## src/rtl/imem_port_arb.sv

```systemverilog
// Instruction-memory port arbiter: external loader vs. core fetch on one single-port imem.
// Define IMEM_ARB_RR_EN to alternate contended LOAD cycles between loader and fetch.
module imem_port_arb #(
  parameter int LEN_W  = 16,
  parameter int ADDR_W = 32
) (
  input  logic              clk,
  input  logic              rst,
  input  logic              load_start,
  input  logic [ADDR_W-1:0] load_base,
  input  logic [LEN_W-1:0]  load_len,
  output logic              load_busy,
  output logic              load_done,
  input  logic              exIns_valid,
  input  logic [31:0]       exIns_in,
  output logic              exIns_ren,
  output logic [ADDR_W-1:0] exIns_addr,
  input  logic              fetch_req,
  input  logic [ADDR_W-1:0] fetch_addr,
  output logic              fetch_gnt,
  output logic              fetch_rvalid,
  output logic [31:0]       fetch_rdata,
  output logic              mem_en,
  output logic              mem_we,
  output logic [ADDR_W-1:0] mem_addr,
  output logic [31:0]       mem_wdata,
  input  logic [31:0]       mem_rdata
);

  typedef enum logic [1:0] {S_IDLE, S_LOAD, S_DONE} state_t;

  state_t            r_state, w_next;
  logic [LEN_W-1:0]  r_count, r_len;
  logic [ADDR_W-1:0] r_addr;
  logic              r_rvalid;
  logic              w_ld_own, w_acc, w_last;

`ifdef IMEM_ARB_RR_EN
  logic r_fetch_turn;
  logic w_contend;
  assign w_contend = fetch_req && exIns_valid;
  // Contended cycles alternate starting with the loader; otherwise whoever asks owns the port.
  assign w_ld_own  = w_contend ? !r_fetch_turn : !fetch_req;

  always_ff @(posedge clk) begin
    if (rst || r_state != S_LOAD) r_fetch_turn <= 1'b0;
    else if (w_contend)           r_fetch_turn <= !r_fetch_turn;
  end
`else
  assign w_ld_own = 1'b1;
`endif

  // The reset cycle must not commit a word, so acceptance is gated by rst.
  assign w_acc  = exIns_ren && exIns_valid;
  assign w_last = (r_count == r_len - LEN_W'(1));

  always_ff @(posedge clk) begin
    if (rst) r_state <= S_IDLE;
    else     r_state <= w_next;
  end

  always_comb begin
    w_next = r_state;
    case (r_state)
      S_IDLE: if (load_start) w_next = (load_len == '0) ? S_DONE : S_LOAD;
      S_LOAD: if (w_acc && w_last) w_next = S_DONE;
      S_DONE: w_next = S_IDLE;
      default: w_next = S_IDLE;
    endcase
  end

  always_comb begin
    load_busy = (r_state == S_LOAD);
    load_done = (r_state == S_DONE);
    exIns_ren = (r_state == S_LOAD) && w_ld_own && !rst;
    fetch_gnt = fetch_req && ((r_state != S_LOAD) || !w_ld_own);
    mem_en    = w_acc || fetch_gnt;
    mem_we    = w_acc;
    mem_addr  = w_acc ? r_addr : fetch_addr;
    mem_wdata = w_acc ? exIns_in : 32'h0;
  end

  always_ff @(posedge clk) begin
    if (rst) begin
      r_count  <= '0;
      r_len    <= '0;
      r_addr   <= '0;
      r_rvalid <= 1'b0;
    end else begin
      r_rvalid <= fetch_gnt;
      if (r_state == S_IDLE && load_start) begin
        r_count <= '0;
        r_len   <= load_len;
        r_addr  <= load_base;
      end else if (w_acc) begin
        r_count <= r_count + LEN_W'(1);
        r_addr  <= r_addr + ADDR_W'(4);
      end
    end
  end

  assign exIns_addr   = r_addr;
  assign fetch_rvalid = r_rvalid;
  assign fetch_rdata  = mem_rdata;

endmodule

```

## config.mk

```make
export PLATFORM = sky130hd
export DESIGN_NAME = imem_port_arb
export DESIGN_NICKNAME = d
export VERILOG_FILES = /design/src/rtl/imem_port_arb.sv
export SDC_FILE = /design/constraint.sdc
export NUM_CORES = 1
export LEC_CHECK = 0
export ABC_AREA = 1
export CELL_PAD_IN_SITES_DETAIL_PLACEMENT = 0
export CELL_PAD_IN_SITES_GLOBAL_PLACEMENT = 1
export CORE_MARGIN = 4
export CORE_UTILIZATION = 27
export CTS_CLUSTER_DIAMETER = 50
export DETAILED_ROUTE_END_ITERATION = 10
export MAX_ROUTING_LAYER = met4
export PLACE_DENSITY_LB_ADDON = 0.1
export SKIP_CTS_REPAIR_TIMING = 1
export SLEW_MARGIN = 20
export SYNTH_ARGS = -nofsm -noshare
export SYNTH_HDL_FRONTEND = slang
export SYNTH_SLANG_ARGS = --single-unit
```

## constraint.sdc

```tcl
create_clock -name clk -period 2.8 [get_ports clk]
set_clock_uncertainty 0.15 [all_clocks]
set_input_delay 0.42 -clock clk [delete_from_list [all_inputs] [get_ports clk]]
set_output_delay 0.42 -clock clk [all_outputs]
set_load 0.005 [all_outputs]
```

==> reports/metrics.yaml, run 1 <==
run_status:
  status: "complete, no violations"
pwr:
  clkPwrFrac_pct: 41.6
  sw_frac_of_total_pct: 28.29
  internal-power_w: 0.002445
  p_leak_nw: 3.215
  pwr-share-seq_pct: 32.4
  powerDensity_mw_per_mm2: 442.8
  combPwrFrac_pct: 25.9
  p_switching_w: 0.0009647
  ir_drop_uv: 313.3
grt:
  overflow: 0
  grt_max_degree: 40
  grt_pass1_wl_microns: 29530
  grt_pass1_vias: 5477
  antenna_found_initial: 0
  grt_usage_pct: 18.54
cts:
  clock_path_buffers: 2
  cts_sinks: 67
  cts_tree: "built"
  cts-root-buf: "clkbuf_16"
  clk_latency_ps: 340
  cts_htree_levels: 3
  path_clk_slew_ps: 60
  cts_made_buffers: 9
timing:
  rsz0062_at_grt: "no"
  max_freq_mhz: 376.4
  worstMarginPinSlew_ps: 535.6
  fin_tns_setup_ps: 0
  finalSetupViolations: 0
  period_minus_slack_ps: 2657
  maxSlewHeadroom_pct: 64.22
  slew_violations: 0
  period_share_pct: 94.88
  hold_viol_final: 0
  fin_hold_ws_ps: 345.5
  worst_slack_ps: 143.3
critical_path:
  r2r_start: "exIns_addr[3]"
  max_stage_delay_ps: 520
  path_delay_family: "buffers and inverters"
  path_depth: 7
  path_buf_inv: 3
  crit_start: "rst"
  cp-end-kind: "output pin"
  crit_type: "in2out"
  cp.required_ps: 2230
  r2r_slack_ps: 540
  slowest_stage: "clkdlybuf4s50_1"
  cp-start-kind: "input pin"
  r2r_cells: 12
  path_max_fanout: 28
  timing.rr.end: "exIns_addr[26]"
  worstPathCellList: "clkdlybuf4s50_1, nor2_4, nand3_4, buf_4, nand2_1, nand2_1, clkdlybuf4s50_1"
  cp.arrival_ps: 2090
cells_and_area:
  syn_to_final_growth_pct: 53.38
  layout.nets: 1152
  drive_above_1_share_pct: 6.667
  antenna_cells: 0
  n_fill_cell: 1909
  layout_common_cells: "clkdlybuf4s50_1, nand2_1, inv_1, nor2_1, dfxtp_1"
  fin_area_sq_mm: 0.007701
  final_common_cell: "clkdlybuf4s50_1"
min_path:
  worstHoldEndpoint: "exIns_addr[30]"
  hold_class: "reg2reg"
  hold_start: "exIns_addr[30]"
  whs_path_depth: 2
synth:
  syn-num-nets: 967
  netlist_instances: 815
  ys_seq_area_share_pct: 26.71
  synth_area_leaders: "dfxtp_1, nand2_1, inv_1"
  ys_warn_count: 0
  synth_edf_count: 0
  synth_top_area_share_pct: 26.71
  ys_types: 45
  synth_area_per_cell_sq_um: 6.161
  synth_area_leader_cell: "dfxtp_1"
  synth_area_sq_mm: 0.005021
  async_flop_share_pct: 0
  ys_ff_latch: 67
  yosys_most_used_dff: "dfxtp_1"
route:
  via_per_inst: 4.602
  initialDrtViolationCount: 277
  dr.pass1.iters: 5
  wl_per_cell_microns: 15.63
  vias: 5679
  drc: 0
  wl_microns: 19290
  final_antenna_net_count: 0
floorplan:
  die_h_microns: 144.4
  core_area_sq_mm: 0.01815
  die_x_microns: 144.4
  io_pins: 284
  die_area_sq_mm: 0.02084
  start_util_pct: 27.67
  num_rows: 49
placed_design:
  routabilityCongestion: 0.7911
  hpwlAfterDp_microns: 15000
  dpl_cell_area_sq_mm: 0.007300
  place_ws_ps: 98.96
  io_buffers: 219
flow_run:
  maxCapViolations: 0
[synthesized netlist by cell type, types with 3 or more instances]
cell,instances
xor2_1,21
o221ai_1,3
nor2_2,5
nand4_1,10
dfxtp_1,67
inv_1,103
nand3b_1,3
nor3_1,18
nand3_2,4
o21ai_1,5
nor2_4,6
clkbuf_1,12
buf_1,5
nor2_1,95
buf_2,13
xnor2_1,7
nand3_1,41
a31oi_1,4
o21ai_0,63
ha_1,3
a21oi_1,56
nand2_2,4
o21bai_1,3
buf_4,33
o211ai_1,5
nand2_1,196
nor4_1,5
nor3_2,3
[sequential cells by signal (all words and copies together) (netlist names)]
register / count
exIns_addr: 32
fetch_rvalid: 1
r_count: 16
r_len: 16
r_state: 2
[metal layers]
layer | part of all wire, % | vias up | global-route usage (%)
li1 | - | 2951 | -
met1 | 46 | 2509 | 23.97
met2 | 46 | 195 | 28.99
met3 | 7.2 | 24 | 4.134
met4 | 1.5 | 0 | 5.596
met5 | 0 | - | -
[final cells by class]
type / count / area, sq um / area share (%)
Multi-Input combinational cell: 578 / 2904 / 37.71
Timing Repair Buffer: 238 / 2402 / 31.19
Sequential cell: 67 / 1341 / 17.42
Inverter: 106 / 401.6 / 5.215
Tap cell: 229 / 286.5 / 3.721
Clock buffer: 9 / 225.2 / 2.924
Clock inverter: 7 / 140.1 / 1.820
[metrics by stage]
step / power (W) / std cells / util (%)
2_1_floorplan: 0.001547 / 815 / -
3_3_place_gp: 0.002019 / 1216 / 40.22
3_5_place_dp: 0.002014 / 1216 / 40.22
4_1_cts: 0.003448 / 1232 / 42.24
5_1_grt: 0.003591 / 1234 / 42.44
6_report: 0.003410 / 1234 / 42.44
[power groups by stage]
stage	Clock [W]	Combinational (W)	Sequential, W
2_1_floorplan	0	0.000445	0.00110
3_3_place_gp	0	0.000891	0.00113
3_5_place_dp	0	0.000887	0.00113
4_1_cts	0.00145	0.000893	0.00111
5_1_grt	0.00148	0.000989	0.00112
6_report	0.00142	0.000884	0.00111
[tightest hold or removal path: cells and delay by family, from the launching register on]
family / cells / cell delay (ps)
compound gates: 1 / 50
flops: 1 / 330
simple gates: 1 / 70
[logic make-up after synthesis]
logic type	synth area share [%]
adder cells (fa/ha/maj)	0.7477
AND/OR/NAND/NOR	35.86
AO/OA/AOI/OAI	15.70
buffers and inverters	15.65
XOR/XNOR	5.333
flip-flops	26.71
[how the worst max path moves through the flow]
stage	slack (ps)	to
6_report	140	mem_addr[17]
5_1_grt	10	mem_addr[5]
4_1_cts	100	mem_addr[17]
3_5_place_dp	100	mem_addr[17]
3_3_place_gp	100	mem_addr[17]
2_1_floorplan	820	mem_addr[11]
Power figures use the tool's default switching activity.
==> inputs of run 2 (changes only) <==
--- a/config.mk
+++ b/config.mk
@@ -8,8 +8,8 @@
 export ABC_AREA = 1
 export CELL_PAD_IN_SITES_DETAIL_PLACEMENT = 0
 export CELL_PAD_IN_SITES_GLOBAL_PLACEMENT = 1
-export CORE_MARGIN = 4
-export CORE_UTILIZATION = 27
+export CORE_MARGIN = 2
+export CORE_UTILIZATION = 25
 export CTS_CLUSTER_DIAMETER = 50
 export DETAILED_ROUTE_END_ITERATION = 10
 export MAX_ROUTING_LAYER = met4
==> constraint.sdc (replaced) <==
create_clock -name clk -period 3 [get_ports clk]
set_clock_uncertainty 0.15 [all_clocks]
set_input_delay 0.45 -clock clk [delete_from_list [all_inputs] [get_ports clk]]
set_output_delay 0.45 -clock clk [all_outputs]
set_load 0.005 [all_outputs]
==> reports/metrics.yaml, run 2 (synthesis gave the netlist of run 1 again) <==
cells_and_area:
  layout_common_cells: "clkdlybuf4s50_1, nand2_1, inv_1, nor2_1, dfxtp_1"
  drive_above_1_share_pct: 6.100
  largest_reg_flops: 32
  syn_to_final_growth_pct: 50.91
  fin_area_sq_mm: 0.007577
  fin_util_pct: 38.68
  final_common_cell: "clkdlybuf4s50_1"
  layout.nets: 1147
route:
  via_per_inst: 4.428
  drc: 0
  dr.pass1.iters: 4
  wl_per_cell_microns: 15.12
  wl_microns: 19150
  vias: 5606
  initialDrtViolationCount: 229
  final_antenna_net_count: 0
cts:
  cts_htree_levels: 3
  cts-root-buf: "clkbuf_16"
  cts_sinks: 67
  cts_tree: "built"
  clk_latency_ps: 340
  clock_path_buffers: 2
  cts_made_buffers: 9
  path_clk_slew_ps: 60
timing:
  max_freq_mhz: 354.0
  finalSetupViolations: 0
  period_share_pct: 94.17
  period_minus_slack_ps: 2825
  worstMarginPinSlew_ps: 489.6
  maxSlewHeadroom_pct: 67.33
  rsz0062_at_grt: "no"
  fin_tns_setup_ps: 0
  hold_viol_final: 0
  slew_violations: 0
flow_run:
  maxCapViolations: 0
pwr:
  p_total_w: 0.002861
  p_leak_nw: 3.147
  ir_drop_uv: 212.9
  powerDensity_mw_per_mm2: 377.5
grt:
  grt_usage_pct: 18.55
  antenna_found_initial: 1
  grt_pass1_wl_microns: 30700
  grt_pass1_vias: 5569
  grt_max_degree: 40
  overflow: 0
floorplan:
  num_rows: 51
  start_util_pct: 25.63
  die_h_microns: 145.7
  core_area_sq_mm: 0.01959
  io_pins: 284
  die_area_sq_mm: 0.02123
  die_x_microns: 145.7
critical_path:
  cp.arrival_ps: 2230
  crit_type: "in2out"
  cp.required_ps: 2400
  path_max_fanout: 39
  cp-end-kind: "output pin"
  cp-start-kind: "input pin"
placed_design:
  routabilityCongestion: 0.8032
  dpl_cell_area_sq_mm: 0.007297
  io_buffers: 219
  hpwlAfterDp_microns: 14920
min_path:
  hold_class: "reg2reg"
run_status:
  status: "complete, no violations"
## run 2: report_power, final
part	total (W)	internal, W	switching (W)
registers	0.00103	0.000950	0.0000828
logic	0.000808	0.000425	0.000382
clock network	0.00102	0.000565	0.000454
## run 2: stage by stage
step | hold slack [ps] | std cells | setup WS [ps]
5_1_grt | 386.6 | 1266 | 44.88
3_3_place_gp | 346.7 | 1249 | 254.4
3_5_place_dp | 351.9 | 1249 | 176.0
4_1_cts | 361.9 | 1265 | 156.5
2_1_floorplan | 305.8 | 815 | 956.5
6_report | 360.9 | 1266 | 174.9
## run 2: final timing paths
check                                   start             end  slack, ps  cells past startpoint
worst min-delay path                r_len[15]       r_len[15]        360                      2
worst max-delay path                      rst    mem_addr[27]        170                      6
worst max register to register  exIns_addr[2]  exIns_addr[26]        730                     12
worst min register to register      r_len[15]       r_len[15]        360                      2
## run 2: layout make-up
cell class / count / area (sq um)
well taps: 265 / 331.6
repair buffers: 233 / 2322
diodes: 1 / 2.502
clock inverters: 7 / 52.55
flip-flops and latches: 67 / 1341
fillers: 2173 / 12010
clock buffers: 9 / 225.2
multi-input cells: 578 / 2904
inverters: 106 / 397.9
## run 2: per-layer routing
| layer | track usage [%] | vias to the layer above | part of all wire (%) |
|---|---|---|---|
| li1 | - | 2941 | - |
| met1 | 23.25 | 2449 | 46 |
| met2 | 29.81 | 177 | 45 |
| met3 | 4.420 | 39 | 6.6 |
| met4 | 5.196 | 0 | 1.7 |
| met5 | - | - | 0 |
## run 2: critical path: stages
cell and delay [ps]:
clkdlybuf4s50_1 490, nor2_4 140, nand3_4 130, buf_12 210, o21ai_0 240, clkdlybuf4s50_1 550
==> inputs of run 3 (changes only) <==
--- a/config.mk
+++ b/config.mk
@@ -10,7 +10,7 @@
 export CELL_PAD_IN_SITES_GLOBAL_PLACEMENT = 1
 export CORE_MARGIN = 2
 export CORE_UTILIZATION = 25
-export CTS_CLUSTER_DIAMETER = 50
+export CTS_CLUSTER_DIAMETER = 60
 export DETAILED_ROUTE_END_ITERATION = 10
 export MAX_ROUTING_LAYER = met4
 export PLACE_DENSITY_LB_ADDON = 0.1
==> results of run 3 <==
No change in the layout: final DEF, timing and power equal those of run 2.
